## config.mk

```make
export PLATFORM = sky130hd
export DESIGN_NAME = enemy_engine
export DESIGN_NICKNAME = d
export VERILOG_FILES = /design/src/rtl/enemy_engine_pkg.sv /design/src/rtl/enemy_lfsr.sv /design/src/rtl/enemy_engine.sv
export SDC_FILE = /design/constraint.sdc
export NUM_CORES = 1
export LEC_CHECK = 0
export CAP_MARGIN = 20
export CORE_UTILIZATION = 60
export DETAILED_ROUTE_END_ITERATION = 12
export PLACE_DENSITY = 0.79
export SLEW_MARGIN = 30
export SYNTH_ARGS = -nofsm -noshare
export SYNTH_HDL_FRONTEND = slang
export SYNTH_SLANG_ARGS = --single-unit
```

## constraint.sdc

```tcl
create_clock -name clock -period 7.7 [get_ports clock]
set_clock_uncertainty 0.1 [all_clocks]
set_input_delay 2.31 -clock clock [delete_from_list [all_inputs] [get_ports clock]]
set_output_delay 2.31 -clock clock [all_outputs]
set_load 0.01 [all_outputs]
```

## src/rtl/enemy_engine_pkg.sv

```systemverilog
// Shared types and constants for the enemy sprite engine.
package enemy_engine_pkg;

   typedef enum logic [2:0] {
      WAIT_TICK,
      ERASE,
      MOVE,
      DRAW,
      NEXT,
      DONE
   } state_t;

   localparam logic [2:0] BLACK          = 3'b000;
   localparam logic [2:0] DEFAULT_COLOUR = 3'b100;

   // Fibonacci taps 8,6,5,4 expressed as bit positions 7,5,4,3.
   localparam logic [7:0] LFSR_TAPS = 8'hB8;

   function automatic logic [7:0] lfsr_step(input logic [7:0] value);
      return {value[6:0], ^(value & LFSR_TAPS)};
   endfunction

endpackage

```

## src/rtl/enemy_lfsr.sv

```systemverilog
// Free-running 8-bit Fibonacci LFSR used as the spawn randomness source.
module enemy_lfsr
   import enemy_engine_pkg::*;
#(
   parameter logic [7:0] SEED = 8'hA5
) (
   input  logic       clock,
   input  logic       resetn,
   output logic [7:0] value
);

   always_ff @(posedge clock or negedge resetn) begin
      if (!resetn) begin
         value <= SEED;
      end else begin
         value <= lfsr_step(value);
      end
   end

endmodule

```

## src/rtl/enemy_engine.sv

```systemverilog
// Enemy sprite engine: on each tick, erase, move and redraw every enemy slot
// through a valid/ready pixel port; killed or off-screen enemies respawn at the top.
module enemy_engine
   import enemy_engine_pkg::*;
#(
   parameter int unsigned N_ENEMY     = 4,
   parameter int unsigned SPR_W       = 4,
   parameter int unsigned SPR_H       = 4,
   parameter int unsigned X_MAX       = 160,
   parameter int unsigned Y_MAX       = 120,
   parameter int unsigned TICK_CYCLES = 4500000,
   parameter int unsigned STEP        = 1,
   parameter logic [7:0]  SEED        = 8'hA5
) (
   input  logic               clock,
   input  logic               resetn,
   input  logic               enable,
   input  logic [N_ENEMY-1:0] kill,
   input  logic               plot_ready,
   output logic               plot_valid,
   output logic [7:0]         x,
   output logic [6:0]         y,
   output logic [2:0]         colour,
   output logic               frame_done,
   output logic [N_ENEMY-1:0] kill_ack
);

   localparam int unsigned SW = (N_ENEMY > 1) ? $clog2(N_ENEMY) : 1;
   localparam int unsigned CW = (SPR_W > 1) ? $clog2(SPR_W) : 1;
   localparam int unsigned RW = (SPR_H > 1) ? $clog2(SPR_H) : 1;
   localparam int unsigned TW = (TICK_CYCLES > 1) ? $clog2(TICK_CYCLES) : 1;

   localparam logic [TW-1:0] TICK_LOAD  = TW'(TICK_CYCLES - 1);
   localparam logic [SW-1:0] SLOT_LAST  = SW'(N_ENEMY - 1);
   localparam logic [CW-1:0] COL_LAST   = CW'(SPR_W - 1);
   localparam logic [RW-1:0] ROW_LAST   = RW'(SPR_H - 1);
   localparam logic [7:0]    SPAWN_SPAN = 8'(X_MAX - SPR_W);
   localparam logic [7:0]    Y_LIMIT    = 8'(Y_MAX - SPR_H);
   localparam logic [7:0]    STEP8      = 8'(STEP);

   state_t             state;
   logic [TW-1:0]      count;
   logic [SW-1:0]      slot;
   logic [CW-1:0]      col;
   logic [RW-1:0]      row;
   logic [7:0]         ex   [N_ENEMY];
   logic [6:0]         ey   [N_ENEMY];
   logic [2:0]         ecol [N_ENEMY];
   logic [N_ENEMY-1:0] kill_pend;

   logic [7:0]    lfsr;
   logic [7:0]    spawn_x;
   logic [2:0]    spawn_col;
   logic [7:0]    ey_step;
   logic          respawn;
   logic          last_pix;
   logic [CW-1:0] col_n;
   logic [RW-1:0] row_n;
   logic [SW-1:0] slot_next;

   enemy_lfsr #(
      .SEED(SEED)
   ) u_lfsr (
      .clock (clock),
      .resetn(resetn),
      .value (lfsr)
   );

   always_comb begin
      spawn_x   = (lfsr < SPAWN_SPAN) ? lfsr : lfsr - SPAWN_SPAN;
      spawn_col = (lfsr[2:0] == BLACK) ? 3'b111 : lfsr[2:0];
      // Widened to 8 bits so the bottom-edge test never sees a wrapped row.
      ey_step   = {1'b0, ey[slot]} + STEP8;
      respawn   = kill_pend[slot] | (ey_step > Y_LIMIT);
      last_pix  = (col == COL_LAST) && (row == ROW_LAST);
      slot_next = slot + 1'b1;
      if (col == COL_LAST) begin
         col_n = '0;
         row_n = row + 1'b1;
      end else begin
         col_n = col + 1'b1;
         row_n = row;
      end
   end

   always_ff @(posedge clock or negedge resetn) begin
      if (!resetn) begin
         state      <= WAIT_TICK;
         count      <= TICK_LOAD;
         slot       <= '0;
         col        <= '0;
         row        <= '0;
         kill_pend  <= '0;
         plot_valid <= 1'b0;
         x          <= '0;
         y          <= '0;
         colour     <= BLACK;
         frame_done <= 1'b0;
         kill_ack   <= '0;
         for (int i = 0; i < N_ENEMY; i++) begin
            ex[i]   <= 8'(i * (X_MAX / N_ENEMY));
            ey[i]   <= '0;
            ecol[i] <= DEFAULT_COLOUR;
         end
      end else begin
         kill_ack   <= '0;
         frame_done <= 1'b0;
         kill_pend  <= kill_pend | kill;
         case (state)
            WAIT_TICK: begin
               if (count == '0) begin
                  state      <= ERASE;
                  slot       <= '0;
                  col        <= '0;
                  row        <= '0;
                  x          <= ex[0];
                  y          <= ey[0];
                  colour     <= BLACK;
                  plot_valid <= 1'b1;
               end else if (enable) begin
                  count <= count - 1'b1;
               end
            end
            ERASE, DRAW: begin
               if (plot_ready) begin
                  if (last_pix) begin
                     plot_valid <= 1'b0;
                     state      <= (state == ERASE) ? MOVE : NEXT;
                  end else begin
                     col <= col_n;
                     row <= row_n;
                     x   <= ex[slot] + 8'(col_n);
                     y   <= ey[slot] + 7'(row_n);
                  end
               end
            end
            MOVE: begin
               // Clearing the pend here also drops any kill arriving this cycle.
               if (respawn) begin
                  ex[slot]        <= spawn_x;
                  ey[slot]        <= '0;
                  ecol[slot]      <= spawn_col;
                  kill_pend[slot] <= 1'b0;
                  kill_ack[slot]  <= kill_pend[slot];
                  x               <= spawn_x;
                  y               <= '0;
                  colour          <= spawn_col;
               end else begin
                  ey[slot] <= ey_step[6:0];
                  x        <= ex[slot];
                  y        <= ey_step[6:0];
                  colour   <= ecol[slot];
               end
               col        <= '0;
               row        <= '0;
               plot_valid <= 1'b1;
               state      <= DRAW;
            end
            NEXT: begin
               if (slot == SLOT_LAST) begin
                  frame_done <= 1'b1;
                  state      <= DONE;
               end else begin
                  slot       <= slot_next;
                  col        <= '0;
                  row        <= '0;
                  x          <= ex[slot_next];
                  y          <= ey[slot_next];
                  colour     <= BLACK;
                  plot_valid <= 1'b1;
                  state      <= ERASE;
               end
            end
            DONE: begin
               count <= TICK_LOAD;
               state <= WAIT_TICK;
            end
            default: begin
               plot_valid <= 1'b0;
               state      <= WAIT_TICK;
            end
         endcase
      end
   end

endmodule

```

# [Yosys cells after proc, flatten, opt, wreduce, memory -nomap -nowiden]
# Index checks and enable logic that the tools add are counted.
[word_totals] ff_bits=140 wordCells=163
[op_classes] addsub=8 order_cmp=7 n_eq_ne=15 muxes=79 bitwise_logic=10 n_reduce_logical=19
[op_table] op="$mux W8" n=11
[op_table] op="$mux W7" n=10
[op_table] op="$mux W23" n=2
[op_table] op="$pmux W23 S2" n=1
[op_table] op="$mux W3" n=12
[op_table] op="$bmux W8 S2" n=2
[op_table] op="$bwmux W32" n=1
[op_table] op="$pmux W8 S4" n=1
[op_table] op="$and A28 B28 Y28" n=1
[op_table] op="$bmux W7 S2" n=2
[op_table] op="$bwmux W28" n=1
[op_table] op="$mux W28" n=1
[op_table] op="$not A28 Y28" n=1
[op_table] op="$pmux W7 S4" n=1
[op_table] op="$logic_not A23 Y1" n=1
[op_table] op="$sub A23 B1 Y23 const B" n=1
[op_table] op="$mux W2" n=9
[op_table] op="$demux W8 S2" n=1
[op_table] op="$mux W4" n=4
[op_table] op="$pmux W2 S4" n=2
[op_table] op="$demux W7 S2" n=1
[op_table] op="$ne A2 B2 Y1 const B" n=7
[op_table] op="$bwmux W12" n=1
[op_table] op="$pmux W3 S4" n=1
[op_table] op="39 further kinds" n=63

# [Logic depth before layout (Yosys ltp)]
[logic_depth] depth_word=9 mapped_depth=12

# [By module]
# A second synthesis with hierarchy kept.
[hier_totals] cells_unflattened=728 area_unflattened_um2=7997.7
[by_module_without_submodules] mod="enemy_engine" n_inst=1 cells_each=717 area_per_inst_um2=7766.2 seq_area_each_um2=3331.9
[by_module_without_submodules] mod="enemy_lfsr" n_inst=1 cells_each=11 area_per_inst_um2=231.5 seq_area_each_um2=205.2

# [Worst setup path after synthesis]
# No wires, ideal clock.
[synth_timing] path_kind="reg2reg" from="reg slot[0]" to="reg x[2]" setup_ns=0.135 arrival_ns=3.554 t_required_ns=7.465 setup_slack_ns=3.910 path_stages_with_launch=12 n_path_buf=3 path_cell_list="dfrtp_1 > clkbuf_1 > buf_1 > buf_1 > mux4_2 > ha_1 > fa_1 > xor2_1 > a221oi_1 > a31oi_1 > mux2i_1 > o21ai_0"
[synth_via] elab_chain_len=9 word_cells_on_any_way=26 classes_between="add/sub: 3; order compare: 1; eq/ne: 2; mux: 16; bitwise: 3; reduce/logical: 1"
[synth_lines] element="from (decl)" line="enemy_engine.sv:43" rtl="logic [SW-1:0] slot;"
[synth_lines] element="from (signal assigned)" line="enemy_engine.sv:164" rtl="slot <= slot_next;"
[synth_lines] element="$not A2 Y3 (implied by the code)" line="enemy_engine.sv:73, enemy_engine.sv:132, enemy_engine.sv:150"
[synth_lines] element="$bmux W7 S2" line="enemy_engine.sv:73" rtl="ey_step = {1'b0, ey[slot]} + STEP8;"
[synth_lines] element="$mux W7 (implied by the code) (2 in series)" line="enemy_engine.sv:73"
[synth_lines] element="$add A7 B1 Y8" line="enemy_engine.sv:73"
[synth_lines] element="$gt A8 B7 Y1" line="enemy_engine.sv:74" rtl="respawn = kill_pend[slot] | (ey_step > Y_LIMIT);"
[synth_lines] element="$or A1 B1 Y1" line="enemy_engine.sv:74"
[synth_lines] element="$mux W8" line="enemy_engine.sv:139" rtl="if (respawn) begin"
[synth_lines] element="$pmux W8 S4" line="enemy_engine.sv:109" rtl="case (state)"
[synth_lines] element="to (signal assigned)" line="enemy_engine.sv:116" rtl="x <= ex[0];"
[synth_lines] element="to (signal assigned)" line="enemy_engine.sv:145" rtl="x <= spawn_x;"
[synth_lines] element="to (signal assigned)" line="enemy_engine.sv:150" rtl="x <= ex[slot];"
[synth_lines] element="to (decl)" line="enemy_engine.sv:21" rtl="output logic [7:0] x,"
# Several ways; a longest one is shown, not always the timed one. The select of a mux whose other input is x is not followed.
# A chain may end at the register's enable or synchronous reset.

# [Worst setup path in the final report]
[layout_timing] from="in plot_ready" to="reg y[0]"
[layout_via] elab_chain_len=2
[layout_lines] element="from (decl)" line="enemy_engine.sv:19" rtl="input logic plot_ready,"
[layout_lines] element="$ne A2 B2 Y1 (no source line)"
[layout_lines] element="$reduce_and A5 Y1 (no source line)"
[layout_lines] element="to (signal assigned)" line="enemy_engine.sv:117" rtl="y <= ey[0];"
[layout_lines] element="to (signal assigned)" line="enemy_engine.sv:133" rtl="y <= ey[slot] + 7'(row_n);"
[layout_lines] element="to (signal assigned)" line="enemy_engine.sv:151" rtl="y <= ey_step[6:0];"
[layout_lines] element="to (decl)" line="enemy_engine.sv:22" rtl="output logic [6:0] y,"
# No other way between the ends.

==> results.md <==
* Crit-path leading delay family: compound AO/OA/AOI/OAI gates
* Hold crit path type: flip-flop to flip-flop
* Clock Latency Late Sink at 0.43 ns
* Worst endpoint required time at 7.89 ns
* Clock sink total at 140
* Crit-path slowest cell: o21a_1
* Total GRT Usage at 29.5%
* Relative slew margins at 36.6%
* Busiest layer in global routing: met2
* Share of cells above drive strength 1 at 23.4%
* Mapped Cells at 676
* Lkg Pwr at 3.60 nW
* Worst Setup End Kind: flip-flop
* Total power at 2.29 mW
* Worst reg2reg path startpoint: slot[0]
* H-tree Lvls at 4
* Clock buffer depth at 2
* Most frequent cells in the layout: 112 x dfrtp_1, 81 x nand2_1, 48 x mux2_2
* Diodes inserted at 0
* Final Setup Violations at 0
* Synth Register Bits at 140
* Crit Path Class: primary input to flip-flop
* Via count at 5562
* Hold buffer count at cts at 0
* Global-route wire length before repair at 29000 microns
* Worst setup path start: plot_ready
* Syn Nets at 700
* RSZ-0062 raised after global routing: no
* Largest net degree at the start of global routing at 87
* Fin. Hold Viols at 0
* Crit-path max FO at 16
* Vias in the first global route at 5591
* Async set or reset register ratio after synthesis at 100%
* WP buf/inv at 1
* Post-CTS sizing at 0
* Post-synth EDFFs at 0
* Reg area at 3540 sq um
* Fillers at 839
* Fin crit period at 4.05 ns
* Antenna violations before repair at 0
* CTS Root Cell: clkbuf_16
* Slew Limit Fails at 0
* Die X-Extent at 114 microns
* CTS tree: built
* I/O pin total at 32
* Commonest non-fill, non-tap cell in the layout: dfrtp_1
* Core area at 12200 sq um
* Final worst path period share at 52.6%
* Synth-to-Final Area Change at 13.8%
* Setup_tns at 0 ns
* Met1 usage at 39.5%
* Max cap viols at 0
* Sequential fraction of the synthesis area at 46.8%
* # port buffers at 31
* Mean Syn Cell Area at 11.2 sq um
* Status: finished clean
* Final net count at 717
* Area of the multi-input gates at 3780 sq um
* Top FF cell, synth: dfrtp_1
* GP Congestion at 0.866
* Initial core utilization at 62.2%
* Worst hold path startpoint: u_lfsr.value[6]
* Routed WL at 17500 microns
* Setup bufs post-CTS at 0
* DP Wirelength at 11400 microns
* Post-DRT Antenna Nets at 0
* Maximum VDD drop at 298 uV
* Global Route met3 Usage at 5.98%
* Nature of the critical path startpoint: primary input
* Worst-path cell chain: clkdlybuf4s50_1 -> a31oi_1 -> o21ai_4 -> o21a_1 -> o22ai_1 -> o22ai_1
* Met2 Use GR at 46.2%
* Max Clk Rate at 0.247 GHz
* Yosys warning count at 0
* Worst-Margin Slew at 0.950 ns
* Core Rows at 40
* PD cells at 265 nW/um^2
* DR DRC count at 0
* CTS buffer count at 17
* Area of the mapped netlist at 7560 sq um
* Most used cell, CP: o22ai_1
* Largest stage delay, worst path at 0.48 ns
* Die height at 114 microns
* Count of cell types in the netlist at 58
* Total die area at 13100 sq um
* Total grt overflow at 0
* DRT Pass-1 Iters at 5
* Arrival @ worst endpoint at 4.23 ns
* Worst-path clk slew at 0.06 ns
* Initial DRC count at 348
* Vias per cell at 6.36
* Wirelength per Cell at 20.1 microns
## cell type report
cell class,count,share of cell area (%)
clock buffers,22,5.62
clock inverters,10,1.89
inverters,15,0.654
multi-input cells,480,43.9
flip-flops and latches,140,41.1
well taps,168,2.44
repair buffers,39,4.36
## metal layers
layer  wire, microns  vias up
met5               0        -
li1                -     2498
met2            8550      190
met4             545        0
met3            1030       42
met1            7410     2832
## state kept, by name (all words and copies together), names as in the netlist, 3 cells and up
name and flops:
y 7, x 8, ey 28, colour 3, u_lfsr.value 8, ex 32
kill_pend 4, state 3, kill_ack 4, ecol 12, count 23
## cell families after synthesis
group | synth area share (%)
buffers and inverters | 3.26
AOI/OAI and AO/OA | 11.0
muxes | 18.7
DFF | 46.8
and+or+nand+nor | 12.8
adders and majority gates | 2.85
xor gates and xnor gates | 4.63
## metrics by stage
stage	utilization [%]	worst slack [ns]	hold WS [ns]	cell area, sq um	instances
2_1_floorplan	-	3.91	0.290	7560	676
3_3_place_gp	65.3	3.20	0.300	7940	840
3_5_place_dp	65.3	3.15	0.308	7940	840
4_1_cts	70.6	3.51	0.317	8590	872
5_1_grt	70.8	3.51	0.346	8610	874
6_report	70.8	3.65	0.324	8610	874
## Yosys cell counts (13+ instances only)
cell type | number | area (sq um)
nand2_1 | 81 | 304
o22ai_1 | 13 | 81.3
clkbuf_1 | 25 | 93.8
mux4_2 | 34 | 766
dfrtp_1 | 113 | 2830
xor2_1 | 13 | 114
nor2_1 | 45 | 169
nand3_1 | 17 | 85.1
ha_1 | 14 | 175
o21ai_0 | 45 | 225
dfstp_2 | 27 | 709
xnor2_1 | 27 | 236
mux2_2 | 48 | 541
inv_1 | 15 | 56.3
## worst paths after layout
path / to / slack [ns] / depth (start not counted)
worst min register to register: u_lfsr.value[7] / 0.32 / 0
max in group asynchronous: slot[0] / 4.61 / 2
worst max-delay path: y[0] / 3.65 / 6
worst min-delay path: u_lfsr.value[7] / 0.32 / 0
min in group asynchronous: kill_ack[2] / 1.71 / 1
worst max register to register: ex[2] / 3.74 / 10
## where the power goes
group	leakage, nW	internal (mW)	switching (mW)
clock	0.312	0.576	0.317
sequential	1.78	0.811	0.0640
combinational	1.50	0.230	0.287
total	3.60	1.62	0.668
No activity file was read; power rests on OpenSTA's default activity.
